===== config.mk =====
export PLATFORM = sky130hd
export DESIGN_NAME = leaf_credit_tx_flat
export DESIGN_NICKNAME = d
export VERILOG_FILES = /design/src/rtl/leaf_credit_tx_if.sv /design/src/rtl/leaf_credit_tx.sv /design/src/flat_wrapper.sv
export SDC_FILE = /design/constraint.sdc
export NUM_CORES = 1
export LEC_CHECK = 0
export ABC_AREA = 1
export CAP_MARGIN = 10
export CORE_UTILIZATION = 45
export CTS_BUF_LIST = sky130_fd_sc_hd__clkbuf_16
export CTS_CLUSTER_SIZE = 8
export DETAILED_ROUTE_END_ITERATION = 10
export GPL_TIMING_DRIVEN = 0
export PLACE_DENSITY_LB_ADDON = 0.1
export SETUP_SLACK_MARGIN = 0.05
export SLEW_MARGIN = 20
export SYNTH_ARGS = -nofsm -noshare
export SYNTH_HDL_FRONTEND = slang
export SYNTH_SLANG_ARGS = --single-unit

===== constraint.sdc =====
create_clock -name clk -period 6.5 [get_ports clk]
set_clock_uncertainty 0.05 [all_clocks]
set_input_delay 1.3 -clock clk [delete_from_list [all_inputs] [get_ports clk]]
set_output_delay 1.3 -clock clk [all_outputs]
set_load 0.01 [all_outputs]

===== src/rtl/leaf_credit_tx_if.sv =====
// rtl/leaf_credit_tx_if.sv - word stream and pi-switch packet ports of the leaf credit transmitter
interface leaf_credit_tx_if #(
  parameter int PAYLOAD_W = 32,
  parameter int ADDR_W    = 5,
  parameter int PORT_W    = 4
);
  localparam int PKT_W = 1 + ADDR_W + PORT_W + PAYLOAD_W;

  logic [PAYLOAD_W-1:0] din;
  logic                 din_valid;
  logic                 din_ready;
  logic [PKT_W-1:0]     pkt_out;
  logic [PKT_W-1:0]     pkt_in;
  logic [PKT_W-1:0]     rx_pkt;

  modport slave (
    input  din, din_valid, pkt_in,
    output din_ready, pkt_out, rx_pkt
  );

  modport master (
    output din, din_valid, pkt_in,
    input  din_ready, pkt_out, rx_pkt
  );
endinterface


===== src/rtl/leaf_credit_tx.sv =====
// rtl/leaf_credit_tx.sv - leaf uplink packetizer with credit flow control
// Credit-return packets on the downlink are consumed; everything else is forwarded to rx_pkt.
module leaf_credit_tx #(
  parameter int                PAYLOAD_W    = 32,
  parameter int                ADDR_W       = 5,
  parameter int                PORT_W       = 4,
  parameter int                CRED_W       = 6,
  parameter int                INIT_CREDITS = 16,
  parameter logic [PORT_W-1:0] CRED_PORT    = 4'hF
) (
  input  logic                clk,
  input  logic                reset,
  input  logic                cfg_load,
  input  logic [ADDR_W-1:0]   cfg_addr,
  input  logic [PORT_W-1:0]   cfg_port,
  leaf_credit_tx_if.slave     bus,
  output logic [CRED_W-1:0]   credits,
  output logic                cred_err,
  output logic [15:0]         tx_count
);
  localparam int PKT_W = 1 + ADDR_W + PORT_W + PAYLOAD_W;
  localparam logic [CRED_W:0]   INIT_SUM  = (CRED_W+1)'(INIT_CREDITS);
  localparam logic [CRED_W-1:0] INIT_CRED = CRED_W'(INIT_CREDITS);

  typedef enum logic [1:0] {UNCFG, RUN, STALL} state_t;

  state_t              state_q, state_next;
  logic [CRED_W-1:0]   credits_q, cred_next, ret_amt;
  logic [CRED_W:0]     cred_sum;
  logic                cred_err_q, overflow, send, is_credit, ready;
  logic [15:0]         tx_count_q;
  logic [ADDR_W-1:0]   addr_q;
  logic [PORT_W-1:0]   port_q;
  logic [PKT_W-1:0]    pkt_out_q, rx_pkt_q;

  assign ready         = (state_q == RUN) && (credits_q != '0);
  assign bus.din_ready = ready;
  assign bus.pkt_out   = pkt_out_q;
  assign bus.rx_pkt    = rx_pkt_q;
  assign credits       = credits_q;
  assign cred_err      = cred_err_q;
  assign tx_count      = tx_count_q;

  always_ff @(posedge clk) begin
    if (reset) state_q <= UNCFG;
    else       state_q <= state_next;
  end

  // The state tracks the credit count one cycle ahead so din_ready reopens right after a return.
  always_comb begin
    send       = bus.din_valid && ready;
    is_credit  = bus.pkt_in[PKT_W-1] && (bus.pkt_in[PAYLOAD_W +: PORT_W] == CRED_PORT);
    ret_amt    = is_credit ? bus.pkt_in[CRED_W-1:0] : '0;
    cred_sum   = {1'b0, credits_q} - (CRED_W+1)'(send) + {1'b0, ret_amt};
    overflow   = cred_sum > INIT_SUM;
    cred_next  = overflow ? INIT_CRED : cred_sum[CRED_W-1:0];
    state_next = state_q;
    case (state_q)
      UNCFG:   state_next = UNCFG;
      RUN:     if (cred_next == '0) state_next = STALL;
      STALL:   if (cred_next != '0) state_next = RUN;
      default: state_next = UNCFG;
    endcase
    if (cfg_load) state_next = RUN;
  end

  always_ff @(posedge clk) begin
    if (reset) begin
      credits_q  <= INIT_CRED;
      cred_err_q <= 1'b0;
      tx_count_q <= '0;
      addr_q     <= '0;
      port_q     <= '0;
      pkt_out_q  <= '0;
      rx_pkt_q   <= '0;
    end else begin
      pkt_out_q <= send ? {1'b1, addr_q, port_q, bus.din} : '0;
      rx_pkt_q  <= is_credit ? '0 : bus.pkt_in;
      if (send) tx_count_q <= tx_count_q + 16'd1;
      if (cfg_load) begin
        addr_q     <= cfg_addr;
        port_q     <= cfg_port;
        credits_q  <= INIT_CRED;
        cred_err_q <= 1'b0;
      end else if (state_q != UNCFG) begin
        credits_q <= cred_next;
        if (overflow) cred_err_q <= 1'b1;
      end
    end
  end
endmodule


===== src/flat_wrapper.sv =====
// flat-port wrapper written by rule: the top's interface ports become plain ports
module leaf_credit_tx_flat 
#(
  parameter int                PAYLOAD_W    = 32,
  parameter int                ADDR_W       = 5,
  parameter int                PORT_W       = 4,
  parameter int                CRED_W       = 6,
  parameter int                INIT_CREDITS = 16,
  parameter logic [PORT_W-1:0] CRED_PORT    = 4'hF
)
  (clk, reset, cfg_load, cfg_addr, cfg_port, credits, cred_err, tx_count, bus_din, bus_din_valid, bus_pkt_in, bus_din_ready, bus_pkt_out, bus_rx_pkt);
  leaf_credit_tx_if #(.PAYLOAD_W(PAYLOAD_W), .ADDR_W(ADDR_W), .PORT_W(PORT_W)) bus_i ();
  input  logic clk;
  input  logic reset;
  input  logic cfg_load;
  input  logic [ADDR_W-1:0] cfg_addr;
  input  logic [PORT_W-1:0] cfg_port;
  output logic [CRED_W-1:0] credits;
  output logic cred_err;
  output logic [15:0] tx_count;
  input wire logic [$bits(bus_i.din)-1:0] bus_din;
  input wire logic [$bits(bus_i.din_valid)-1:0] bus_din_valid;
  input wire logic [$bits(bus_i.pkt_in)-1:0] bus_pkt_in;
  output wire logic [$bits(bus_i.din_ready)-1:0] bus_din_ready;
  output wire logic [$bits(bus_i.pkt_out)-1:0] bus_pkt_out;
  output wire logic [$bits(bus_i.rx_pkt)-1:0] bus_rx_pkt;
  assign bus_i.din = bus_din;
  assign bus_i.din_valid = bus_din_valid;
  assign bus_i.pkt_in = bus_pkt_in;
  assign bus_din_ready = bus_i.din_ready;
  assign bus_pkt_out = bus_i.pkt_out;
  assign bus_rx_pkt = bus_i.rx_pkt;
  leaf_credit_tx #(.PAYLOAD_W(PAYLOAD_W), .ADDR_W(ADDR_W), .PORT_W(PORT_W), .CRED_W(CRED_W), .INIT_CREDITS(INIT_CREDITS), .CRED_PORT(CRED_PORT)) u_core (.clk(clk), .reset(reset), .cfg_load(cfg_load), .cfg_addr(cfg_addr), .cfg_port(cfg_port), .bus(bus_i), .credits(credits), .cred_err(cred_err), .tx_count(tx_count));
endmodule

==> results of run 1 <==
## flip-flops by register name, indices dropped and copies added (netlist names)
register	flops
u_core.tx_count	16
u_core.cred_err	1
u_core.bus.pkt_out	42
u_core.credits	6
u_core.bus.rx_pkt	42
u_core.port_q	4
u_core.addr_q	5
u_core.state_q	2
## logic make-up after synthesis
kind of cell	Yosys count	share of synthesized area
adder cells (fa/ha/maj)	14	0.0408
XOR/XNOR	7	0.0137
buffers and inverters	155	0.144
AND/OR/NAND/NOR	217	0.220
AO/OA/AOI/OAI	47	0.0542
flip-flops	118	0.527
## layout by cell type, fill, tap and decap left out, types with 3 or more instances in the layout
| cell type | synthesis | layout |
|---|---|---|
| a21oi_1 | 27 | 27 |
| clkdlybuf4s50_1 | 0 | 194 |
| nand3_1 | 14 | 14 |
| nand4_1 | 9 | 9 |
| inv_1 | 137 | 138 |
| clkbuf_1 | 3 | 3 |
| nand2_1 | 68 | 68 |
| clkbuf_16 | 0 | 17 |
| dfxtp_1 | 118 | 118 |
| inv_2 | 4 | 4 |
| o211ai_1 | 3 | 3 |
| nor2_1 | 93 | 93 |
| nor3_1 | 6 | 6 |
| o21ai_0 | 15 | 15 |
| clkinv_2 | 0 | 3 |
| bufinv_16 | 0 | 6 |
| xor2_1 | 3 | 3 |
| nor2_2 | 12 | 12 |
| ha_1 | 13 | 13 |
| xnor2_1 | 4 | 4 |
| nand2_2 | 3 | 3 |
| buf_6 | 8 | 8 |
## layer usage
layer	part of all wire	routed length (µm)
met5	0	0
met4	0.020	234
met3	0.083	988
met2	0.51	6030
met1	0.39	4620
## cell usage after synthesis (all sizes together), types with 5 or more instances
library cell  number  share of area
nand2             71          0.061
ha                13          0.036
nand4              9          0.013
nor4               5          0.015
inv              141           0.12
a21oi             27          0.030
nor3               7         0.0089
o21ai             17          0.019
nor2             107           0.10
dfxtp            118           0.53
buf               10          0.023
nand3             14          0.016
## metrics by stage
| stage | setup WS [ns] | total power (W) | hold slack [ns] |
|---|---|---|---|
| final | 2.75 | 0.00203 | 0.386 |
| after CTS | 2.76 | 0.00205 | 0.391 |
| after floorplan | 3.13 | 0.000888 | 0.366 |
| after global placement | 2.37 | 0.00101 | 0.373 |
| after global routing | 2.50 | 0.00211 | 0.411 |
| after detailed placement | 2.35 | 0.00102 | 0.381 |
## power by group through the flow
stage / clock (W) / combinational [W] / sequential (W)
after floorplan: 0 / 0.0000978 / 0.000790
after global placement: 0 / 0.000230 / 0.000778
after detailed placement: 0 / 0.000237 / 0.000779
after CTS: 0.00105 / 0.000238 / 0.000764
after global routing: 0.00108 / 0.000262 / 0.000766
final: 0.00103 / 0.000237 / 0.000764
## final timing paths
kind	startpoint	end	slack, ns	depth (start not counted)
hold / removal	u_core.addr_q[1]	u_core.bus.pkt_out[37]	0.39	2
setup reg to reg	u_core.credits[1]	u_core.credits[1]	3.56	20
hold reg to reg	u_core.addr_q[1]	u_core.bus.pkt_out[37]	0.39	2
setup / recovery	bus_pkt_in[35]	u_core.credits[1]	2.75	16
## tightest hold or removal path, delay by kind of cell, from the launching register on
| family | cells | cell delay (ns) |
|---|---|---|
| flops | 1 | 0.29 |
| simple gates | 1 | 0.04 |
| buf+inv | 1 | 0.06 |
## layout make-up
type	count	area [µm²]
sequential	118	2360
buffer	13	114
tap	133	166
inverter	142	533
clock buffer	17	425
clock inverter	15	235
timing repair buffer	194	1940
fill	738	2480
multi-input combinational	285	1470
==> results.json, run 1 <==
{
  "status": "finished, final reports clean",
  "die-area_um2": 10400,
  "rows": 36,
  "grt_pass1_vias": 3814,
  "ys.flop_type": "dfxtp_1",
  "cts.clk_slew.worst_paths_ns": 0.06,
  "core_area_um2": 9730,
  "cts_tree": "yes",
  "place_hpwl_mm": 9.24,
  "timing.setup.tns_ns": 0,
  "drtIter0Drc": 145,
  "cts-resized-gates": 0,
  "ctsHoldBuffers": 0,
  "async_flop_share": 0,
  "htreeDepth": 4,
  "cts_buffers": 17,
  "drive_gt1_frac": 0.0829,
  "seqPwrFrac": 0.375,
  "rsz0062_at_grt": "false",
  "worst_pin_slew_ns": 0.484,
  "ys_seq_area_frac": 0.527,
  "area_growth_pct": 61.8,
  "cts.path.max_buffers": 2,
  "ctsRootBufferMaster": "clkbuf_16",
  "fin_util": 0.745,
  "busiest_layer": "met2",
  "clockPowerShare": 0.508,
  "fmaxAchievable_ghz": 0.266,
  "p_leak_nw": 3.27,
  "synth_edf_count": 0,
  "slowest_stage": "fa_1",
  "antenna_found_initial": 0,
  "grt_overflow_total": 0,
  "critPathLaunchType": "input port",
  "synthCells": 558,
  "wire_per_inst_um": 12.9,
  "port_buffers": 194,
  "required_ns": 6.74,
  "cp.arrival_ns": 4.00,
  "diodes": 0,
  "p_int_w": 0.00159,
  "gp_congestion": 0.877,
  "timing.slew.headroom": 0.678,
  "die-height_um": 102,
  "gr-usage-met3": 0.0897,
  "critical_path_class": "input port to flop",
  "fin_crit_sh": 0.578,
  "synth.cell_area_um2": 4480,
  "holdCritPathClass": "flop to flop",
  "layout_min_cycle_time_ns": 3.75,
  "drc": 0,
  "placed_cells": 885,
  "initial_core_util": 0.460,
  "crit_path_frequent_cell": "nand2_1",
  "clock_latency_ns": 0.40,
  "met1_usage": 0.251,
  "cap_violations": 0,
  "synthesis.nets": 659,
  "slowest_delay_ns": 0.48,
  "post_cts_buffers": 0,
  "drtAntennaViolNets": 0,
  "finalMaxSlewViolations": 0,
  "grt_max_degree": 17,
  "fin_area_um2": 7250,
  "finalWirelength_mm": 11.9,
  "grt_first_pass_wirelength_mm": 18.3,
  "setup_violations": 0,
  "syn_area_per_cell_um2": 8.03,
  "drt_first_pass_iters": 4,
  "crit_family": "simple AND/OR/NAND/NOR gates",
  "die_w_um": 102,
  "place_area_um2": 6590,
  "crit_buf_inv": 4,
  "ys_ff_latch": 118,
  "via_count": 4084,
  "crit_chain": "clkdlybuf4s50_1 > inv_1 > nor4_4 > nand2_1 > ha_1 > fa_1 > inv_1 > nand3_1 > nand2_1 > nand2_1 > nand2_1 > o21ai_1 > nand3_1 > nand2_1 > inv_1 > nor2_1",
  "combPwrFrac": 0.116,
  "numClockSinks": 118,
  "vdd_ir_drop_max_uv": 208,
  "final_nets": 872,
  "cp_max_fo": 6,
  "power_switching_w": 0.000440,
  "fin_cells": 917,
  "final_hold_viol_count": 0,
  "use_met2": 0.419,
  "worst_setup_path_end_kind": "flop",
  "synth_warnings": 0,
  "io_pins": 195,
  "grt_use_total": 0.237,
  "power.density_nw_per_um2": 281,
  "swShare": 0.216,
  "drt-vias-per-instance": 4.45,
  "post_synth_num_cell_types": 31
}
Power figures use the tool's default switching activity.
==> inputs of run 2 (changes only) <==
- CORE_UTILIZATION: 45 -> 42
- clock period: 6.5 -> 3.7 ns (I/O delays scaled with it)
==> run 2 against run 1 <==
Effect of this change: highest routed layer unchanged; via count is 0.86% lower; setup slack got worse by 2.3 ns; register-to-register slack worse by 2.8 ns; utilization decreased by 4.8 points; non-clock buffer count unchanged; critical path depth fell by 4.
==> results.json, run 2 (synthesized netlist as in run 1, its figures left out) <==
{
  "layout_commonest_cell": "clkdlybuf4s50_1",
  "ctsHoldBuffers": 0,
  "die-area_um2": 11100,
  "r2r-start": "u_core.credits[1]",
  "wire_per_inst_um": 12.9,
  "initial_core_util": 0.434,
  "die-height_um": 105,
  "critPathLaunchType": "input port",
  "grt_first_pass_wirelength_mm": 19.1,
  "core_area_um2": 10300,
  "final_hold_viol_count": 0,
  "worstHoldPathCells": 2,
  "setup_violations": 0,
  "fin_cells": 920,
  "power_switching_w": 0.000804,
  "grt_use_total": 0.220,
  "gp_congestion": 0.843,
  "rr_worst_depth": 16,
  "cts_tree": "yes",
  "drtAntennaViolNets": 0,
  "worst_pin_slew_ns": 0.479,
  "startpoint": "bus_pkt_in[35]",
  "grt_max_degree": 17,
  "p_int_w": 0.00261,
  "clock_latency_ns": 0.40,
  "timing.setup.tns_ns": 0,
  "combPwrFrac": 0.122,
  "holdCritPathClass": "flop to flop",
  "reg2reg_to": "u_core.state_q[0]",
  "seqPwrFrac": 0.393,
  "via_count": 4049,
  "port_buffers": 194,
  "status": "finished, final reports clean",
  "cp_max_fo": 6,
  "cap_violations": 0,
  "placed_cells": 888,
  "vdd_ir_drop_max_uv": 245,
  "mostFrequentLayoutCells": "clkdlybuf4s50_1, inv_1, dfxtp_1",
  "drive_gt1_frac": 0.0829,
  "timing.slew.headroom": 0.680,
  "area_growth_pct": 60.6,
  "cts-resized-gates": 0,
  "cts.clk_slew.worst_paths_ns": 0.05,
  "fmaxAchievable_ghz": 0.310,
  "power.density_nw_per_um2": 474,
  "htreeDepth": 4,
  "final_nets": 872,
  "fin_crit_sh": 0.873,
  "grt_overflow_total": 0,
  "critical_path_class": "input port to flop",
  "antenna_found_initial": 0,
  "drt-vias-per-instance": 4.40,
  "diodes": 0,
  "place_hpwl_mm": 9.20,
  "p_leak_nw": 3.24,
  "cts.path.max_buffers": 2,
  "swShare": 0.236,
  "worst_setup_path_end_kind": "flop",
  "post_cts_buffers": 0,
  "finalPower_w": 0.00341,
  "clockPowerShare": 0.485,
  "grt_pass1_vias": 3997,
  "finalMaxSlewViolations": 0,
  "die_w_um": 105,
  "io_pins": 195,
  "cp.arrival_ns": 3.44,
  "hold-path-endpoint": "u_core.bus.pkt_out[38]",
  "rows": 37,
  "drtIter0Drc": 131,
  "finalWirelength_mm": 11.9,
  "required_ns": 3.91,
  "reg2reg_slack_ns": 0.73,
  "ctsRootBufferMaster": "clkbuf_16",
  "drc": 0,
  "rsz0062_at_grt": "false",
  "hold_start": "u_core.addr_q[2]",
  "cts_buffers": 17,
  "layout_min_cycle_time_ns": 3.23,
  "drt_first_pass_iters": 4,
  "numClockSinks": 118
}
[run 2: how the worst max path moves through the flow]
stage | end | cells after the start
after floorplan | u_core.state_q[0] | 11
after global placement | u_core.credits[2] | 13
after CTS | u_core.state_q[0] | 12
after global routing | u_core.credits[2] | 16
final | u_core.state_q[0] | 12
after detailed placement | u_core.state_q[0] | 12
[run 2: power groups by stage]
stage	clock network [W]	registers, W	logic (W)
6_report	0.00166	0.00134	0.000417
5_1_grt	0.00176	0.00134	0.000462
4_1_cts	0.00169	0.00134	0.000421
3_5_place_dp	0	0.00137	0.000417
3_3_place_gp	0	0.00137	0.000409
2_1_floorplan	0	0.00139	0.000172
[run 2: final cells by class]
| cell class | instances | area, µm² |
|---|---|---|
| Buffer | 13 | 114 |
| Multi-Input combinational cell | 285 | 1470 |
| Timing Repair Buffer | 194 | 1940 |
| Inverter | 142 | 533 |
| Clock inverter | 15 | 178 |
| Tap cell | 136 | 170 |
| Fill cell | 838 | 3130 |
| Sequential cell | 118 | 2360 |
| Clock buffer | 17 | 425 |
[run 2: per-stage QoR]
step	util	hold WS (ns)	setup slack [ns]	cell area, µm²
2_1_floorplan	-	0.366	0.885	4480
3_3_place_gp	0.638	0.373	0.120	6590
3_5_place_dp	0.638	0.376	0.0691	6590
4_1_cts	0.697	0.386	0.467	7190
5_1_grt	0.697	0.413	0.231	7190
6_report	0.697	0.396	0.470	7190
[run 2: worst max-delay path, cell delays in order]
cell             delay [ns]
clkdlybuf4s50_1        0.45
inv_1                  0.07
nor4_4                 0.47
nand2_1                0.11
ha_1                   0.34
fa_1                   0.47
xor2_1                 0.23
nand3b_1               0.13
nor2_1                 0.13
nand4_1                0.14
nand2_1                0.09
a21oi_1                0.06
[run 2: routing by layer]
layer	track usage	vias up	part of all wire
li1	-	2098	-
met3	0.0575	10	0.046
met1	0.252	1809	0.43
met5	0	-	0
met4	0.0734	0	0.015
met2	0.396	132	0.51
